## config.mk

```make
export PLATFORM = sky130hd
export DESIGN_NAME = delay_line_mem_ctrl_flat
export DESIGN_NICKNAME = d
export VERILOG_FILES = /design/src/rtl/delay_line_mem_ctrl_if.sv /design/src/rtl/delay_line_mem_ctrl.sv /design/src/flat_wrapper.sv
export SDC_FILE = /design/constraint.sdc
export NUM_CORES = 1
export LEC_CHECK = 0
export CAP_MARGIN = 20
export CORE_MARGIN = 3
export CORE_UTILIZATION = 45
export CTS_BUF_LIST = sky130_fd_sc_hd__clkbuf_8
export DETAILED_ROUTE_END_ITERATION = 8
export GPL_TIMING_DRIVEN = 1
export PLACE_DENSITY = 0.77
export SLEW_MARGIN = 40
export SYNTH_ARGS = -nofsm -noshare
export SYNTH_HDL_FRONTEND = slang
export SYNTH_SLANG_ARGS = --single-unit
```

## constraint.sdc

```tcl
create_clock -name clk -period 3.78 [get_ports clk]
set_input_delay 0.756 -clock clk [delete_from_list [all_inputs] [get_ports clk]]
set_output_delay 0.756 -clock clk [all_outputs]
set_load 0.03 [all_outputs]
```

## src/rtl/delay_line_mem_ctrl_if.sv

```systemverilog
// delay_line_mem_ctrl_if: request/response bus between the test harness and the delay-line memory controller
interface delay_line_mem_ctrl_if #(
  parameter int ADDR_W    = 6,
  parameter int WORD_BITS = 16
);
  logic                 req_valid;
  logic                 req_ready;
  logic [1:0]           req_op;
  logic [ADDR_W-1:0]    req_addr;
  logic [WORD_BITS-1:0] req_wdata;
  logic                 rsp_valid;
  logic [WORD_BITS-1:0] rsp_rdata;
  logic                 rsp_err;
  modport master (
    output req_valid, req_op, req_addr, req_wdata,
    input  req_ready, rsp_valid, rsp_rdata, rsp_err
  );
  modport slave (
    input  req_valid, req_op, req_addr, req_wdata,
    output req_ready, rsp_valid, rsp_rdata, rsp_err
  );
endinterface

```

## src/rtl/delay_line_mem_ctrl.sv

```systemverilog
// delay_line_mem_ctrl: word-addressed memory built on a recirculating serial delay line
module delay_line_mem_ctrl #(
  parameter int CLK_FREQ   = 81_000_000,
  parameter int BIT_CYCLES = 154,
  parameter int LINE_BITS  = 576,
  parameter int WORD_BITS  = 16,
  parameter int ADDR_W     = 6
) (
  input  logic                 clk,
  input  logic                 reset,
  input  logic                 line_in,
  output logic                 line_out,
  output logic                 bit_tick,
  delay_line_mem_ctrl_if.slave bus
);
  localparam int WORDS = LINE_BITS / WORD_BITS;
  localparam int PH_W  = $clog2(BIT_CYCLES);
  localparam int POS_W = $clog2(LINE_BITS);
  localparam int IDX_W = $clog2(WORD_BITS);
  localparam logic [1:0] OP_RD  = 2'b00;
  localparam logic [1:0] OP_WR  = 2'b01;
  localparam logic [1:0] OP_CLR = 2'b10;
  if (CLK_FREQ <= 0 || BIT_CYCLES < 2 || LINE_BITS % WORD_BITS != 0) begin : g_bad_params
    $error("delay_line_mem_ctrl: inconsistent timing or geometry parameters");
  end
  typedef enum logic [2:0] {IDLE, ERR, WAIT, XFER, CLEAR, WIPE, RESP} state_t;
  state_t               state, state_n;
  logic [PH_W-1:0]      phase;
  logic [POS_W-1:0]     pos, pos_n, base;
  logic [IDX_W-1:0]     idx;
  logic                 rx_bit, live, wrap, accept, bad, sub, zero, cap, last, nxt_bit;
  logic [1:0]           op;
  logic [ADDR_W-1:0]    addr;
  logic [WORD_BITS-1:0] wdata, rdata;
  assign wrap   = phase == PH_W'(BIT_CYCLES - 1);
  assign pos_n  = pos == POS_W'(LINE_BITS - 1) ? '0 : pos + 1'b1;
  assign base   = POS_W'(addr) * POS_W'(WORD_BITS);
  assign idx    = IDX_W'(pos_n - base);
  assign last   = idx == IDX_W'(WORD_BITS - 1);
  assign accept = bus.req_valid & bus.req_ready;
  assign bad    = bus.req_op == 2'b11 || 32'(bus.req_addr) >= 32'(WORDS);
  // pos is the position currently on line_out; pos_n is the one the coming tick drives
  always_comb begin
    state_n = state;
    sub     = 1'b0;
    case (state)
      IDLE:     if (accept) state_n = bad ? ERR : (bus.req_op == OP_CLR ? CLEAR : WAIT);
      ERR:      state_n = IDLE;
      WAIT:     if (wrap && pos_n == base) begin
                  sub     = 1'b1;
                  state_n = XFER;
                end
      XFER:     if (wrap) begin
                  sub     = 1'b1;
                  state_n = last ? RESP : XFER;
                end
      CLEAR:    if (wrap && pos_n == '0) state_n = WIPE;
      WIPE:     if (wrap && pos_n == POS_W'(LINE_BITS - 1)) state_n = RESP;
      default:  state_n = IDLE;
    endcase
  end
  assign zero    = state == WIPE || (state == CLEAR && pos_n == '0);
  assign cap     = sub && op == OP_RD;
  assign nxt_bit = zero ? 1'b0 : (sub && op == OP_WR) ? wdata[idx] : rx_bit;
  assign bus.req_ready = live && state == IDLE;
  assign bus.rsp_valid = state == ERR || state == RESP;
  assign bus.rsp_err   = state == ERR;
  assign bus.rsp_rdata = (state == RESP && op == OP_RD) ? rdata : '0;
  always_ff @(posedge clk) begin
    if (reset) begin
      state    <= IDLE;
      phase    <= '0;
      pos      <= '0;
      rx_bit   <= 1'b0;
      line_out <= 1'b0;
      bit_tick <= 1'b0;
      live     <= 1'b0;
    end else begin
      state    <= state_n;
      live     <= 1'b1;
      phase    <= wrap ? '0 : phase + 1'b1;
      bit_tick <= wrap;
      if (phase == PH_W'(BIT_CYCLES / 2)) rx_bit <= line_in;
      if (wrap) begin
        pos      <= pos_n;
        line_out <= nxt_bit;
      end
    end
  end
  always_ff @(posedge clk) begin
    if (accept) begin
      op    <= bus.req_op;
      addr  <= bus.req_addr;
      wdata <= bus.req_wdata;
    end
    if (cap) rdata[idx] <= rx_bit;
  end
endmodule

```

## src/flat_wrapper.sv

```systemverilog
// flat-port wrapper written by rule: the top's interface ports become plain ports
module delay_line_mem_ctrl_flat 
#(
  parameter int CLK_FREQ   = 81_000_000,
  parameter int BIT_CYCLES = 154,
  parameter int LINE_BITS  = 576,
  parameter int WORD_BITS  = 16,
  parameter int ADDR_W     = 6
)
  (clk, reset, line_in, line_out, bit_tick, bus_req_valid, bus_req_op, bus_req_addr, bus_req_wdata, bus_req_ready, bus_rsp_valid, bus_rsp_rdata, bus_rsp_err);
  delay_line_mem_ctrl_if #(.ADDR_W(ADDR_W), .WORD_BITS(WORD_BITS)) bus_i ();
  input  logic clk;
  input  logic reset;
  input  logic line_in;
  output logic line_out;
  output logic bit_tick;
  input wire logic [$bits(bus_i.req_valid)-1:0] bus_req_valid;
  input wire logic [$bits(bus_i.req_op)-1:0] bus_req_op;
  input wire logic [$bits(bus_i.req_addr)-1:0] bus_req_addr;
  input wire logic [$bits(bus_i.req_wdata)-1:0] bus_req_wdata;
  output wire logic [$bits(bus_i.req_ready)-1:0] bus_req_ready;
  output wire logic [$bits(bus_i.rsp_valid)-1:0] bus_rsp_valid;
  output wire logic [$bits(bus_i.rsp_rdata)-1:0] bus_rsp_rdata;
  output wire logic [$bits(bus_i.rsp_err)-1:0] bus_rsp_err;
  assign bus_i.req_valid = bus_req_valid;
  assign bus_i.req_op = bus_req_op;
  assign bus_i.req_addr = bus_req_addr;
  assign bus_i.req_wdata = bus_req_wdata;
  assign bus_req_ready = bus_i.req_ready;
  assign bus_rsp_valid = bus_i.rsp_valid;
  assign bus_rsp_rdata = bus_i.rsp_rdata;
  assign bus_rsp_err = bus_i.rsp_err;
  delay_line_mem_ctrl #(.CLK_FREQ(CLK_FREQ), .BIT_CYCLES(BIT_CYCLES), .LINE_BITS(LINE_BITS), .WORD_BITS(WORD_BITS), .ADDR_W(ADDR_W)) u_core (.clk(clk), .reset(reset), .line_in(line_in), .line_out(line_out), .bit_tick(bit_tick), .bus(bus_i));
endmodule
```

* After elaboration in Yosys (flattened, before gate mapping)
Index checks and enable logic that the tools add are counted.
** Cells by class
- $add $sub $neg :: 3
- $lt $le $gt $ge :: 3
- Eq/ne operators :: 20
- Multiplexer cells :: 22
- Bitwise operators :: 1
- Reduce and logical (&&, ||, !) cells :: 17
** Operators with widths (number)
- two-way mux 3 bit :: 8
- == test 10 bit (second input constant) :: 2
- bitwise mux 16 bit :: 1
- two-way mux 16 bit :: 1
- one-hot mux 3 bit (5 select lines) :: 1
- adder 10 x 1 -> 10 bit (second input constant) :: 1
- == test 10 bit :: 1
- zero test 10 bit :: 1
- two-way mux 10 bit :: 1
- != test 2 x 1 -> 1 bit (second input constant) :: 5
- == test 3 bit (second input constant) :: 3
- logical AND 1 bit :: 9
- adder 8 x 1 -> 8 bit (second input constant) :: 1
- == test 8 x 7 -> 1 bit (second input constant) :: 1
- == test 8 bit (second input constant) :: 1
- two-way mux 1 bit :: 7
- == test 3 x 2 -> 1 bit (second input constant) :: 2
- greater-or-equal comparator 6 bit (second input constant) :: 1
- < comparator 4 x 5 -> 1 bit (second input constant) :: 1
- AND reduction 5 bit :: 1
- binary-select mux 1 bit (select 4 bit) :: 1
- demux 1 bit (select 4 bit) :: 1
- == test 2 bit (second input constant) :: 2
- == test 4 bit (second input constant) :: 1
- other kinds (10) :: 12
** Word-level totals
- Flip-flop bits (word level) :: 65
- Bits of input ports :: 28
- Output and inout port bits :: 21

* Logic depth before layout (Yosys ltp)
- Depth after elaboration :: 9
- Depth in mapped cells :: 11
- Mapped depth without buffers :: 9

* Least setup slack after synthesis
No wires, ideal clock.
- Path kind :: reg-to-reg
- From :: register u_core.state[0]
- To :: register u_core.state[0]
- Arrival :: 2.933 ns
- Required time :: 3.706 ns
- Setup slack :: 0.772 ns
- Stages on the path, launching flop included :: 7
- Path buffers :: 0
- Period minus slack after synthesis :: 3.008 ns
- Path through :: dfxtp_1 > nor4b_1 > and2_1 > o21ai_0 > a2111oi_0 > o21ai_0 > a31oi_1
** On the way
- Cells in the longest elaborated chain, start to end :: 5
- Elaborated cells on any way between the ends :: 14
- Those cells by class :: 9 x eq/ne; 1 x mux; 1 x bitwise; 3 x reduce/logical
** Ends and longest elaborated chain
- start, declared :: RTL line delay_line_mem_ctrl.sv:27 : state_t state, state_n;
- start signal, assigned :: RTL line delay_line_mem_ctrl.sv:79 : state <= state_n;
- zero test 3 bit :: RTL line delay_line_mem_ctrl.sv:65 : assign bus.req_ready = live && state == IDLE;
- logical AND 1 bit :: RTL line delay_line_mem_ctrl.sv:65
- named net bus_req_ready :: RTL line flat_wrapper.sv:21 : output wire logic [$bits(bus_i.req_ready)-1:0] bus_req_ready;
- bitwise AND 1 bit :: RTL line delay_line_mem_ctrl.sv:40 : assign accept = bus.req_valid & bus.req_ready;
- named net u_core.accept :: RTL line delay_line_mem_ctrl.sv:31 : logic rx_bit, live, wrap, accept, bad, sub, zero, cap, last, nxt_bit;
- != test 2 x 1 -> 1 bit (no line)
- AND reduction 5 bit (no line)
The timed path passes the listed nets, and every way through them passes these cells.
A chain may end at the register's enable or synchronous reset.

* Final worst setup path
- From :: register u_core.pos[0]
- To :: register u_core.rdata[11] (enable)
** On the way
- Cells in the longest elaborated chain, start to end :: 7
- Elaborated cells on any way between the ends :: 8
- Those cells by class :: 1 x add/sub; 2 x eq/ne; 3 x mux; 2 x reduce/logical
** Ends and longest elaborated chain
- start, declared :: RTL line delay_line_mem_ctrl.sv:29 : logic [POS_W-1:0] pos, pos_n, base;
- start signal, assigned :: RTL line delay_line_mem_ctrl.sv:85 : pos <= pos_n;
- adder 10 x 1 -> 10 bit / == test 10 bit (equally long branches) :: RTL line delay_line_mem_ctrl.sv:36 : assign pos_n = pos == POS_W'(LINE_BITS - 1) ? '0 : pos + 1'b1;
- two-way mux 10 bit * :: RTL line delay_line_mem_ctrl.sv:36
- == test 10 bit * :: RTL line delay_line_mem_ctrl.sv:49 : WAIT: if (wrap && pos_n == base) begin
- logical AND 1 bit * :: RTL line delay_line_mem_ctrl.sv:49
- two-way mux 1 bit * :: RTL line delay_line_mem_ctrl.sv:49
- one-hot mux 1 bit (2 select lines) * :: RTL line delay_line_mem_ctrl.sv:46 : case (state)
- logical AND 1 bit * :: RTL line delay_line_mem_ctrl.sv:63 : assign cap = sub && op == OP_RD;
- end signal, assigned by index :: RTL line delay_line_mem_ctrl.sv:96 : if (cap) rdata[idx] <= rx_bit;
- end, declared :: RTL line delay_line_mem_ctrl.sv:34 : logic [WORD_BITS-1:0] wdata, rdata;
Mark *: on every way between the ends. The rest lies on a longest branch, timed or not.

==> flow_summary_export.csv <==
group,metric,value,unit
run_status,status,"finished clean",
clocking,post_cts_resized,0,
synthesis,netlist_top_cells_count,"40 x edfxtp_1, 29 x nand2_1, 29 x nor2_1",
critical_path,critPathTopFamily,"simple AND/OR/NAND/NOR gates",
power_and_ir_drop,vdd_drop_max,0.249,mV
global_routing,grt_pass1_wl,12.7,mm
timing,drv_slew,0,
hold_path,hold_depth,1,
drt,via_per_inst,5.72,
critical_path,cp_data_required_time,3810,ps
critical_path,worst-path-max-fanout,17,
drt,wl,7.78,mm
cells_and_area,multiInputGateArea,1650,sq um
timing,finalWorstSetupSlack,454,ps
floorplan,die_h,94.3,um
synthesis,netlist_instances,338,
place,port_buffers,48,
timing,max_freq,301,MHz
critical_path,cp_cell_sequence,"ha_1 -> and3_1 -> a21oi_1 -> or3_1 -> a221oi_1 -> and3_2 -> o21ai_4 -> nor4_1",
power_and_ir_drop,swShare,21.1,%
critical_path,reg2reg_from,"u_core.pos[0]",
synthesis,synth_cell_types,62,
synthesis,synth_ff_type,"edfxtp_1",
timing,finClkSkew,5.61,ps
drt,antenna_left,0,
timing,rsz0062_at_grt,"no",
clocking,cts_root_buf,"clkbuf_8",
power_and_ir_drop,power_density,374,nW/um^2
timing,worstMarginPinSlew,784,ps
cells_and_area,syn2layout_area_growth,21.5,%
synthesis,synth_top_area_cell,"edfxtp_1",
cells_and_area,final_area,4270,sq um
clocking,cts_setup_buffers,0,
floorplan,fp.coreArea,7410,sq um
synthesis,yosysSeqAreaShare,48.5,%
floorplan,io_pins,49,
hold_path,holdPathEnd,"u_core.phase[0]",
cells_and_area,fillCellCount,639,
synthesis,synth_area_leaders,"edfxtp_1 34%, dfxtp_1 14%, and2_1 3.7%",
flow_run,maxCapViolCount,0,
critical_path,ff2ff_path_depth,8,
timing,fin_crit,3330,ps
synthesis,syn_area_per_cell,10.4,sq um
power_and_ir_drop,seqPwrFrac,49.3,%
cells_and_area,drive_above_1_share,9.09,%
clocking,clock_sinks,65,
synthesis,synth.net_count,373,
drt,initialDrtViolationCount,209,
synthesis,async_flop_share,0,%
timing,tns,0,ps
critical_path,worst_path_max_delay_cell,"dfxtp_1",
place,placedInstanceArea,4020,sq um
synthesis,synth_seq_cells,65,
floorplan,die-area,8900,sq um
timing,period_share,88.0,%
timing,relSlewSlack,47.3,%
clocking,cts_inserted_buffers,9,
synthesis,yosysWarningCount,0,
floorplan,die_w,94.3,um
clocking,htree_num_levels,3,
critical_path,cp-start-kind,"flop",
synthesis,syn_area,3510,sq um
cells_and_area,final_net_count,415,
power_and_ir_drop,leakagePower,1.39,nW
hold_path,hold_start,"u_core.phase[0]",
clocking,cts_buffer_depth,2,
floorplan,initial_core_util,47.4,%
critical_path,r2r-end,"u_core.rdata[11]",
drt,drt_first_pass_iters,6,
global_routing,grt_max_degree,28,
critical_path,r2r_slack,450,ps
cells_and_area,seq_area,1700,sq um
timing,finalHoldViolations,0,
timing,finalSetupViolCount,0,
synthesis,yosysMostFrequentCell,"edfxtp_1",
synthesis,netlist.area_leader.share,34.2,%
critical_path,cp_data_arrival_time,3360,ps
power_and_ir_drop,finalPower,1.59,mW
power_and_ir_drop,p_clk_share,45.0,%
global_routing,grt-ovfl-total,0,
place,routabilityCongestion,0.906,
clocking,ctsHoldBuffers,0,
drt,dr_total_vias,2768,
floorplan,num_rows,31,
clocking,clk_latency,350,ps
critical_path,worst-path-buf-inv,0,
global_routing,antenna_found_initial,0,
clocking,cts_tree,"yes",
power_and_ir_drop,p_int,1.26,mW
drt,drc,0,
global_routing,gr-usage-all-layers,18.7,%
critical_path,path_class,"reg -> reg",
clocking,path_clk_slew,70,ps
global_routing,grt_pass1_vias,2572,
drt,post_drt_wl_per_cell,16.1,um
synthesis,synth_edf_count,40,
place,place_ws,563,ps
place,hpwl,5.57,mm
critical_path,max_stage_delay,630,ps
power_and_ir_drop,comb_power_share,5.6,%
cells_and_area,antennaDiodeCount,0,
hold_path,min_path_type,"reg -> reg",
critical_path,cp-end-kind,"flop",
power_and_ir_drop,p_sw,0.336,mW
==> worst max-delay path by stage <==
stage | start | endpoint | slack [ps] | cells after the start
finish | u_core.pos[0] | u_core.rdata[11] | 450 | 8
global route | u_core.pos[0] | u_core.rdata[11] | 190 | 8
CTS | u_core.pos[0] | u_core.rdata[11] | 530 | 8
detailed placement | u_core.pos[0] | u_core.rdata[9] | 560 | 8
global placement | u_core.pos[0] | u_core.rdata[9] | 650 | 8
floorplan | u_core.state[0] | u_core.state[0] | 770 | 6
==> power groups by stage <==
stage | clock (mW) | sequential (mW) | combinational (mW)
floorplan | 0 | 0.795 | 0.0466
global placement | 0 | 0.801 | 0.0894
detailed placement | 0 | 0.802 | 0.0902
CTS | 0.728 | 0.786 | 0.0908
global route | 0.763 | 0.788 | 0.0981
finish | 0.718 | 0.786 | 0.0899
==> kinds of logic after synthesis <==
family,synth area share [%]
simple gates,23.9
mux,3.67
flops,48.5
xor+xnor,5.38
buf+inv,4.60
fa+ha+maj,2.49
compound gates,11.5
==> registers in the layout (all words and copies together), names as in the netlist, 2 cells and up <==
signal and cells:
u_core.addr 6, u_core.op 2, u_core.phase 8, u_core.state 3, u_core.rdata 16, u_core.wdata 16, u_core.pos 10
==> final cells by class <==
class                           count  area share [%]
Multi-Input combinational cell    242            38.6
Clock buffer                        9            2.90
Inverter                           10           0.880
Tap cell                           99            2.90
Sequential cell                    65            39.9
Clock inverter                      7            2.82
Timing Repair Buffer               52            12.0
==> layer usage <==
metal  track usage [%]  wire length, um
met5                 0                0
met4              12.4              315
met3              4.22              529
met2              29.1             3570
met1              23.4             3370
==> placed cells by master (no fill, tap or decap), types with 4 or more instances in the layout <==
cell,netlist,routed
clkdlybuf4s50_1,0,48
edfxtp_1,40,40
nand2_1,29,29
nor2_1,29,29
dfxtp_1,25,25
and2_1,21,21
nor3_1,15,15
a21oi_1,14,14
inv_1,10,11
xor2_1,11,11
nand3_1,10,10
clkbuf_8,0,9
xnor2_1,8,8
o21ai_0,8,8
nor4_1,7,7
a31oi_1,7,7
ha_1,7,7
mux2i_1,5,5
or4_1,4,4
o211ai_1,4,4
buf_4,2,4
==> stage by stage <==
stage	instances	util, %	hold slack (ps)
floorplan	338	-	453
global placement	468	54.3	480
detailed placement	468	54.3	494
CTS	484	57.6	511
global route	484	57.6	532
finish	484	57.6	502
No activity file was read; power rests on OpenSTA's default activity.
